File: src/rtl/mac_pkg.sv
// Shared definitions for the multiply-accumulate datapath stages.
package mac_pkg;

  typedef enum logic [0:0] {
    ST_ACC = 1'b0,
    ST_OUT = 1'b1
  } state_t;

  localparam int unsigned DEF_PROD_W    = 8;
  localparam int unsigned DEF_ACC_W     = 10;
  localparam int unsigned DEF_MAX_TERMS = 16;

endpackage

File: src/rtl/product_sat_adder.sv
// Unsigned saturating add of a PROD_W operand onto an ACC_W accumulator.
module product_sat_adder
  import mac_pkg::*;
#(
  parameter int unsigned PROD_W = DEF_PROD_W,
  parameter int unsigned ACC_W  = DEF_ACC_W
) (
  input  logic [ACC_W-1:0]  acc,
  input  logic [PROD_W-1:0] addend,
  output logic [ACC_W-1:0]  sum,
  output logic              sat
);

  logic [ACC_W:0] full;

  // Extra top bit captures the carry-out that marks saturation.
  assign full = {1'b0, acc} + (ACC_W+1)'(addend);
  assign sat  = full[ACC_W];
  assign sum  = sat ? '1 : full[ACC_W-1:0];

endmodule

File: src/rtl/product_accumulator.sv
// Accumulates a frame of multiplier products into a saturating sum and hands the result downstream.
module product_accumulator
  import mac_pkg::*;
#(
  parameter int unsigned PROD_W    = DEF_PROD_W,
  parameter int unsigned ACC_W     = DEF_ACC_W,
  parameter int unsigned MAX_TERMS = DEF_MAX_TERMS,
  parameter int unsigned CNT_W     = $clog2(MAX_TERMS + 1)
) (
  input  logic              clk,
  input  logic              rst_n,
  input  logic              clr,
  input  logic              in_valid,
  output logic              in_ready,
  input  logic [PROD_W-1:0] product,
  input  logic              in_last,
  output logic              out_valid,
  input  logic              out_ready,
  output logic [ACC_W-1:0]  acc_out,
  output logic [CNT_W-1:0]  term_count,
  output logic              overflow
);

  state_t           state;
  logic [ACC_W-1:0] acc;
  logic [ACC_W-1:0] acc_next;
  logic             sat;
  logic [CNT_W-1:0] count;
  logic [CNT_W-1:0] count_inc;
  logic             ovf;
  logic             accept;
  logic             close;

  product_sat_adder #(
    .PROD_W (PROD_W),
    .ACC_W  (ACC_W)
  ) u_adder (
    .acc    (acc),
    .addend (product),
    .sum    (acc_next),
    .sat    (sat)
  );

  assign in_ready  = (state == ST_ACC) && !clr;
  assign accept    = in_valid && in_ready;
  assign count_inc = count + 1'b1;
  assign close     = accept && (in_last || (count_inc == CNT_W'(MAX_TERMS)));

  // Result registers double as the running state; no beats arrive in OUT so they hold.
  assign out_valid  = (state == ST_OUT);
  assign acc_out    = acc;
  assign term_count = count;
  assign overflow   = ovf;

  always_ff @(posedge clk or negedge rst_n) begin
    if (!rst_n) begin
      state <= ST_ACC;
      acc   <= '0;
      count <= '0;
      ovf   <= 1'b0;
    end else begin
      case (state)
        ST_ACC: begin
          if (clr) begin
            acc   <= '0;
            count <= '0;
            ovf   <= 1'b0;
          end else if (accept) begin
            acc   <= acc_next;
            count <= count_inc;
            ovf   <= ovf | sat;
            if (close) state <= ST_OUT;
          end
        end
        ST_OUT: begin
          if (out_ready) begin
            acc   <= '0;
            count <= '0;
            ovf   <= 1'b0;
            state <= ST_ACC;
          end
        end
        default: state <= ST_ACC;
      endcase
    end
  end

endmodule
File: config.mk
export PLATFORM = sky130hd
export DESIGN_NAME = product_accumulator
export DESIGN_NICKNAME = d
export VERILOG_FILES = /design/src/rtl/mac_pkg.sv /design/src/rtl/product_sat_adder.sv /design/src/rtl/product_accumulator.sv
export SDC_FILE = /design/constraint.sdc
export NUM_CORES = 1
export LEC_CHECK = 0
export ABC_AREA = 1
export CAP_MARGIN = 20
export CORE_UTILIZATION = 52
export CTS_CLUSTER_DIAMETER = 150
export DETAILED_ROUTE_END_ITERATION = 10
export PLACE_DENSITY = 0.85
export RECOVER_POWER = 100
export SYNTH_ARGS = -nofsm -noshare
export SYNTH_HDL_FRONTEND = slang
export SYNTH_SLANG_ARGS = --single-unit
File: constraint.sdc
create_clock -name clk -period 2.6 [get_ports clk]
set_clock_uncertainty 0.1 [all_clocks]
set_input_delay 0.78 -clock clk [delete_from_list [all_inputs] [get_ports clk]]
set_output_delay 0.78 -clock clk [all_outputs]
set_load 0.03 [all_outputs]
==> impl_metrics.csv, run 1 <==
group,metric,value,unit
logic_synthesis,syn_inst,162,
pwr,p_int,492,µW
timing,worstMarginPinSlew,0.965,ns
logic_synthesis,ys_warn_count,0,
setup_path,crit_chain,"clkdlybuf4s50_1, or2_4, inv_2, buf_4",
logic_synthesis,synthFlopType,"dfrtp_1",
clock_network,clock-sinks,17,
pwr,p_seq_share,39.5,%
global_route,antenna_found_initial,0,
final_layout,layout-drive-gt1-share,7.58,%
die,coreArea,2190,µm²
setup_path,cp-start-kind,"input port",
setup_path,path_delay_family,"buffers and inverters",
timing,period_share,98.1,%
route,routed_wl,2820,µm
global_route,grtUsageTotal,26.0,%
setup_path,cp.arrival,1.67,ns
logic_synthesis,syn_area,1210,µm²
die,die_h,50.2,µm
pwr,p_switching,339,µW
logic_synthesis,synth_nets,187,
global_route,grt_max_degree,18,
die,fp-row-count,17,
clock_network,post_cts.repair.setup_buffers,0,
setup_path,worstSetupPathType,"input port to primary output",
setup_path,end_kind,"primary output",
logic_synthesis,yosys_register_bits,17,
global_route,grt_first_pass_wirelength,4960,µm
clock_network,clk-insertion-delay-late,0.30,ns
timing,min_period,2.55,ns
pwr,p_leak,0.000880,µW
route,vias,1204,
pwr,irDropWorstVdd,0.456,mV
logic_synthesis,async_flop_share,100,%
die,start_util,55.2,%
clock_network,path_clk_slew,0.11,ns
route,wl_per_cell,12.5,µm
placed_design,io_buffer_count,31,
placed_design,dpl.hpwl,2130,µm
die,dieArea,2520,µm²
timing,slew_viol_final,0,
global_route,overflow,0,
timing,rsz0062_at_grt,"false",
pwr,p_clk_share,17.9,%
clock_network,cts_tree,"done",
route,firstDrtPassIters,4,
timing,max_slew_margin,35.7,%
setup_path,max_stage_delay,0.41,ns
placed_design,placed_cells,222,
global_route,grt_pass1_vias,1205,
timing,fmax,0.392,GHz
logic_synthesis,ys_types,27,
route,viasPerCell,5.33,
setup_path,slowest_stage,"clkdlybuf4s50_1",
timing,finalHoldViolCount,0,
clock_network,clock_tree.buffer_depth,2,
setup_path,crit_buf_inv,3,
placed_design,dpl_cell_area,1560,µm²
pwr,swShare,40.8,%
clock_network,hold_buffers,0,
route,drc,0,
pwr,p_comb_share,42.5,%
final_layout,final_cells,226,
outcome,outcome,"completed",
setup_path,worstPathRequired,1.72,ns
min_path,min_path_type,"register to register",
logic_synthesis,avgSynthCellArea,7.46,µm²
clock_network,cts_inserted_buffers,3,
timing,setup-violations-final,0,
clock_network,h-tree-depth,1,
final_layout,post-route-cell-area,1580,µm²
clock_network,cts_root_buf,"clkbuf_4",
run,drv_cap,0,
die,die_x,50.2,µm
final_layout,n_antenna_cell,0,
logic_synthesis,synth_enable_flop_cells,0,
final_layout,area_delta_synth_final,30.6,%
setup_path,cp_max_fo,3,
final_layout,n_fill_cell,184,
final_layout,layout.nets,224,
route,drt_iter0_markers,35,
logic_synthesis,ys_seq_area_share,35.2,%
route,route.antenna.remaining_nets,0,
die,io_pins,32,
placed_design,place.gp.congestion,0.918,
pwr,powerDensity,527,nW/µm²
==> worst reg2reg max path: cells and delay by family, from the launching register on <==
| kind | cells | cell delay [ns] |
|---|---|---|
| flops | 1 | 0.41 |
| fa+ha+maj | 2 | 0.56 |
| compound gates | 1 | 0.18 |
| simple gates | 6 | 0.59 |
==> registers in the layout, indices dropped and copies added (netlist names) <==
name,cells
acc_out,10
term_count,5
out_valid,1
overflow,1
==> cells in the final DEF (no fill, tap or decap), types with 2 or more instances in the layout <==
master,netlist,routed
buf_4,2,3
dfrtp_1,17,17
nor2_1,11,13
a21oi_2,2,2
nand2_1,56,56
dlygate4sd3_1,0,18
ha_1,10,10
xnor2_1,2,2
inv_1,16,16
clkbuf_4,0,3
o21ai_0,6,7
nand3_1,16,16
clkdlybuf4s50_1,0,12
a21oi_1,4,4
xor2_1,4,4
==> power groups by stage <==
stage | Clock [µW] | Combinational [µW] | Sequential, µW
after floorplan | 0 | 174 | 391
after global placement | 0 | 356 | 333
after detailed placement | 0 | 364 | 334
after CTS | 151 | 367 | 329
after global routing | 158 | 392 | 333
final | 149 | 354 | 329
==> cell type report <==
cell class                      count  area (µm²)  share of cell area (%)
Sequential cell                    17         425                    26.9
Multi-Input combinational cell    126         701                    44.4
Tap cell                           28        35.0                    2.22
Clock inverter                      1        5.00                   0.317
Inverter                           17        63.8                    4.04
Timing Repair Buffer               34         327                    20.7
Clock buffer                        3        22.5                    1.43
==> final timing paths <==
path                                        start                     end  slack [ns]  cells after the start
setup / recovery                              clr                in_ready        0.05                      4
hold / removal               overflow$_DFFE_PN0P_    overflow$_DFFE_PN0P_        0.41                      1
setup reg to reg           acc_out[0]$_DFFE_PN0P_    overflow$_DFFE_PN0P_        0.66                      9
hold reg to reg              overflow$_DFFE_PN0P_    overflow$_DFFE_PN0P_        0.41                      1
max in group asynchronous                   rst_n  acc_out[2]$_DFFE_PN0P_        0.78                      2
min in group asynchronous                   rst_n  acc_out[5]$_DFFE_PN0P_        1.04                      2
==> cell families after synthesis <==
| logic type | count (synthesis) | synth area share [%] |
|---|---|---|
| xor gates and xnor gates | 6 | 4.35 |
| DFF | 17 | 35.2 |
| buffers and inverters | 19 | 6.52 |
| and+or+nand+nor | 89 | 31.0 |
| adders and majority gates | 11 | 12.0 |
| AOI/OAI and AO/OA | 20 | 11.0 |
==> cells in the mapped netlist (2+ instances only) <==
master	count	area share, %
xor2_1	4	2.9
nand3_1	16	6.6
o21ai_0	6	2.5
ha_1	10	10
inv_1	16	5.0
nor2_1	11	3.4
nand2_1	56	17
xnor2_1	2	1.4
a21oi_2	2	1.4
dfrtp_1	17	35
buf_4	2	1.2
a21oi_1	4	1.7
nor2_2	2	1.0
==> repair_timing <==
| item | CTS | global route |
|---|---|---|
| endpoints found under the setup margin | 0 | 4 |
| endpoints found under the hold margin | 0 | 0 |
| resized for setup | 0 | 4 |
==> stage by stage <==
stage | power (µW) | setup TNS [ns] | utilization (%) | hold slack [ns] | setup WS, ns
2_1_floorplan | 565 | 0 | - | 0.384 | 0.362
3_3_place_gp | 689 | -0.966 | 71.2 | 0.388 | -0.122
3_5_place_dp | 698 | -1.20 | 71.2 | 0.395 | -0.145
4_1_cts | 847 | 0 | 72.4 | 0.422 | 0.000300
5_1_grt | 883 | 0 | 72.1 | 0.458 | 0.0158
6_report | 832 | 0 | 72.1 | 0.414 | 0.0496
==> metal layers <==
| metal | vias up | wire, µm | track usage, % |
|---|---|---|---|
| met5 | - | 0 | 0 |
| met4 | 0 | 51 | 10.0 |
| met3 | 9 | 116 | 3.64 |
| met2 | 40 | 1360 | 45.6 |
| met1 | 563 | 1290 | 31.9 |
| li1 | 592 | - | - |
Power figures use the tool's default switching activity.
==> inputs of run 2 (changes only) <==
- CELL_PAD_IN_SITES_DETAIL_PLACEMENT: not set -> 0
- CELL_PAD_IN_SITES_GLOBAL_PLACEMENT: not set -> 1
- CORE_UTILIZATION: 52 -> 37
- CTS_CLUSTER_DIAMETER: 150 -> not set
- PLACE_DENSITY: 0.85 -> not set
- PLACE_DENSITY_LB_ADDON: not set -> 0.1
==> impl_metrics.csv, run 2 (synthesis results as in run 1) <==
group,metric,value,unit
outcome,outcome,"completed",
global_route,antenna_found_initial,0,
clock_network,clock_tree.buffer_depth,2,
setup_path,worstSetupPathType,"input port to primary output",
die,io_pins,32,
pwr,totalPowerFinal,837,µW
die,dieArea,3500,µm²
setup_path,worstRegToRegCells,9,
timing,finalHoldViolCount,0,
global_route,overflow,0,
clock_network,clock-sinks,17,
pwr,p_comb_share,42.8,%
route,viasPerCell,4.69,
route,drc,0,
setup_path,cp.depth,4,
setup_path,r2r-start,"acc_out[0]$_DFFE_PN0P_",
global_route,grtUsageTotal,18.9,%
timing,max_slew_margin,33.2,%
timing,fmax,0.394,GHz
pwr,powerDensity,516,nW/µm²
route,wl_per_cell,11.9,µm
setup_path,crit_chain,"clkdlybuf4s50_1, or2_1, inv_1, buf_4",
timing,rsz0062_at_grt,"false",
pwr,p_int,501,µW
placed_design,dpl.hpwl,2240,µm
route,vias,1153,
setup_path,cp.arrival,1.66,ns
setup_path,cp-endpoint,"in_ready",
final_layout,n_fill_cell,328,
setup_path,worstPathRequired,1.72,ns
setup_path,regToRegEndpoint,"overflow$_DFFE_PN0P_",
route,routed_wl,2930,µm
final_layout,largest_reg_flops,10,
pwr,irDropWorstVdd,0.311,mV
setup_path,rrSetupSlack,0.64,ns
global_route,grt_pass1_vias,1163,
pwr,swShare,40.1,%
setup_path,cp_max_fo,2,
clock_network,h-tree-depth,1,
min_path,min_path_type,"register to register",
setup_path,path_delay_family,"buffers and inverters",
route,firstDrtPassIters,3,
clock_network,cts_inserted_buffers,3,
run,drv_cap,0,
clock_network,cts_root_buf,"clkbuf_4",
die,start_util,39.3,%
final_layout,final_cells,246,
route,drt_iter0_markers,21,
clock_network,hold_buffers,0,
final_layout,layout.nets,228,
clock_network,post_cts.repair.setup_buffers,0,
pwr,p_clk_share,17.8,%
die,fp-row-count,20,
route,route.antenna.remaining_nets,0,
final_layout,n_antenna_cell,0,
placed_design,place.gp.congestion,0.827,
timing,min_period,2.54,ns
placed_design,placed_cells,242,
clock_network,path_clk_slew,0.11,ns
clock_network,cts_tree,"done",
setup_path,slowest_stage,"clkdlybuf4s50_1",
final_layout,final_cell_mix,"nand2_1, dlygate4sd3_1, dfrtp_1",
global_route,grt_max_degree,18,
placed_design,io_buffer_count,31,
final_layout,layout-drive-gt1-share,7.92,%
pwr,p_leak,0.000893,µW
final_layout,final_common_cell,"nand2_1",
timing,setup-violations-final,0,
clock_network,clk-insertion-delay-late,0.29,ns
final_layout,area_delta_synth_final,34.3,%
timing,period_share,97.6,%
setup_path,crit_buf_inv,3,
global_route,grt_first_pass_wirelength,4980,µm
timing,worstMarginPinSlew,1.00,ns
setup_path,cp-startpoint,"clr",
clock_network,cts_resized,0,
die,die_x,59.2,µm
pwr,p_switching,336,µW
timing,slew_viol_final,0,
setup_path,cp-start-kind,"input port",
die,coreArea,3080,µm²
setup_path,end_kind,"primary output",
pwr,p_seq_share,39.3,%
setup_path,max_stage_delay,0.40,ns
die,die_h,59.2,µm
[run 2: changes by cell type in the layout (fill, tap and decap cells not counted)]
cell / delta
buf_4: +2
clkbuf_1: +2
clkbuf_4: +1
clkinv_2: -1
fa_1: +1
fa_2: -1
o21ai_0: -1
o21ai_2: +1
or2_1: +1
or2_4: -1
[run 2: worst min path at each step]
stage          cells past startpoint            startpoint  slack, ns                endpoint
3_5_place_dp                       1  overflow$_DFFE_PN0P_       0.40    overflow$_DFFE_PN0P_
3_3_place_gp                       1  overflow$_DFFE_PN0P_       0.38    overflow$_DFFE_PN0P_
6_report                           1  overflow$_DFFE_PN0P_       0.41    overflow$_DFFE_PN0P_
2_1_floorplan                      0                 rst_n       0.38  acc_out[0]$_DFFE_PN0P_
4_1_cts                            1  overflow$_DFFE_PN0P_       0.42    overflow$_DFFE_PN0P_
5_1_grt                            1  overflow$_DFFE_PN0P_       0.44    overflow$_DFFE_PN0P_
[run 2: final cells by class]
type / count / area (µm²) / area share [%]
inverter: 17 / 63.8 / 3.93
timing repair buffer: 38 / 353 / 21.7
multi-input combinational: 126 / 699 / 43.1
sequential: 17 / 425 / 26.2
tap: 44 / 55.1 / 3.39
clock buffer: 4 / 26.3 / 1.62
[run 2: through the flow]
| stage | setup WS, ns | area (µm²) | hold slack (ns) | TNS, ns | utilization (%) |
|---|---|---|---|---|---|
| global placement | -0.139 | 1610 | 0.381 | -1.06 | 52.3 |
| detailed placement | -0.176 | 1610 | 0.397 | -1.52 | 52.3 |
| floorplan | 0.362 | 1210 | 0.384 | 0 | - |
| global route | 0.0168 | 1620 | 0.441 | 0 | 52.7 |
| finish | 0.0630 | 1620 | 0.407 | 0 | 52.7 |
| CTS | 0.0646 | 1640 | 0.425 | 0 | 53.1 |
[run 2: per-layer routing]
metal,wire [µm],global-route usage [%]
met3,79,2.40
met1,1370,24.7
met4,20,4.08
met5,0,0
met2,1450,33.3
[run 2: power by group through the flow]
stage                     sequential [µW]  combinational [µW]  clock [µW]
after CTS                             330                 377         156
final                                 329                 359         149
after global routing                  336                 400         165
after global placement                334                 372           0
after floorplan                       391                 174           0
after detailed placement              335                 375           0
==> inputs of run 3 (changes only) <==
- CORE_UTILIZATION: 37 -> 34
- clock period: 2.6 -> 2.8 ns (I/O delays scaled with it)
==> impl_metrics.csv, run 3 (synthesis results as in run 1) <==
group,metric,value,unit
outcome,outcome,"completed",
timing,rsz0062_at_grt,"false",
timing,setup-violations-final,0,
timing,min_period,2.70,ns
clock_network,clock_tree.buffer_depth,2,
global_route,grt_pass1_vias,1055,
placed_design,dpl.hpwl,2220,µm
route,wl_per_cell,11.9,µm
placed_design,io_buffer_count,31,
die,die_h,61.6,µm
final_layout,final_cells,244,
setup_path,cp-start-kind,"input port",
setup_path,cp_max_fo,3,
timing,holdWs,0.410,ns
clock_network,hold_buffers,0,
route,viasPerCell,4.74,
global_route,antenna_found_initial,0,
setup_path,max_stage_delay,0.39,ns
clock_network,cts_resized,0,
global_route,grt_max_degree,18,
route,drt_iter0_markers,36,
clock_network,clock-sinks,17,
global_route,grt_first_pass_wirelength,4640,µm
setup_path,worstPathRequired,1.86,ns
die,fp-row-count,21,
route,route.antenna.remaining_nets,0,
die,coreArea,3360,µm²
run,drv_cap,0,
pwr,powerDensity,487,nW/µm²
placed_design,placed_cells,240,
final_layout,area_delta_synth_final,32.1,%
setup_path,crit_chain,"clkdlybuf4s50_1, or2_0, inv_1, buf_4",
timing,slew_viol_final,0,
placed_design,place.gp.congestion,0.777,
clock_network,path_clk_slew,0.11,ns
final_layout,final_common_cell,"nand2_1",
setup_path,worstSetupPathType,"input port to primary output",
timing,setup_ws,0.0978,ns
clock_network,cts_root_buf,"clkbuf_4",
route,firstDrtPassIters,4,
timing,worstMarginPinSlew,0.991,ns
placed_design,place_ws,-0.0713,ns
pwr,p_leak,0.000878,µW
timing,period_share,96.5,%
die,start_util,35.9,%
final_layout,layout.nets,224,
die,io_pins,32,
route,routed_wl,2900,µm
clock_network,post_cts.repair.setup_buffers,0,
timing,max_slew_margin,34.0,%
final_layout,final_cell_mix,"nand2_1, dlygate4sd3_1, inv_1, dfrtp_1, nand3_1",
route,vias,1157,
clock_network,cts_inserted_buffers,3,
final_layout,layout-drive-gt1-share,6.06,%
setup_path,end_kind,"primary output",
clock_network,h-tree-depth,1,
timing,fin_tns_setup,0,ns
pwr,irDropWorstVdd,0.245,mV
min_path,min_path_type,"register to register",
final_layout,largest_reg_flops,10,
die,die_x,61.6,µm
global_route,overflow,0,
clock_network,clk-insertion-delay-late,0.31,ns
die,dieArea,3800,µm²
setup_path,cp.arrival,1.76,ns
setup_path,slowest_stage,"clkdlybuf4s50_1",
final_layout,n_antenna_cell,0,
timing,fmax,0.370,GHz
pwr,totalPowerFinal,777,µW
clock_network,cts_tree,"done",
route,drc,0,
timing,finalHoldViolCount,0,
global_route,grtUsageTotal,17.1,%
==> run 3: metal layers <==
metal  vias up  global-route usage (%)  part of all wire [%]
li1        595                       -                     -
met1       531                    22.7                    48
met2        26                    27.5                    46
met3         5                    2.31                   4.0
met4         0                    7.62                   1.8
met5         -                       0                     0
==> run 3: area by class of cell <==
cell class,instances,area [µm²]
repair buffers,34,323
multi-input cells,126,699
clock inverters,1,5.00
flip-flops and latches,17,425
inverters,17,63.8
clock buffers,3,22.5
fillers,385,1770
well taps,46,57.6
==> run 3: worst max-delay path: cells and delay by family <==
kind / cells / cell delay (ns)
buffers and inverters: 3 / 0.66
and+or+nand+nor: 1 / 0.26
==> run 3: final timing paths <==
check	startpoint	to	slack [ns]	cells after the start
max	clr	in_ready	0.1	4
min	overflow$_DFFE_PN0P_	overflow$_DFFE_PN0P_	0.41	1
max reg2reg	acc_out[0]$_DFFE_PN0P_	overflow$_DFFE_PN0P_	0.79	9
min reg2reg	overflow$_DFFE_PN0P_	overflow$_DFFE_PN0P_	0.41	1
max in group asynchronous	rst_n	term_count[3]$_DFFE_PN0P_	0.92	2
min in group asynchronous	rst_n	acc_out[5]$_DFFE_PN0P_	1.09	2
==> run 3: per-stage QoR <==
step,instance area [µm²],utilization [%]
2_1_floorplan,1210,-
3_3_place_gp,1580,47.0
3_5_place_dp,1580,47.0
4_1_cts,1610,47.8
5_1_grt,1600,47.5
6_report,1600,47.5
==> run 3: report_power, final <==
group          internal (µW)  switching [µW]  leakage [µW]
registers                273            32.4      0.000230
logic                    129             193      0.000630
clock network           53.5            95.7     0.0000177
total                    456             322      0.000878
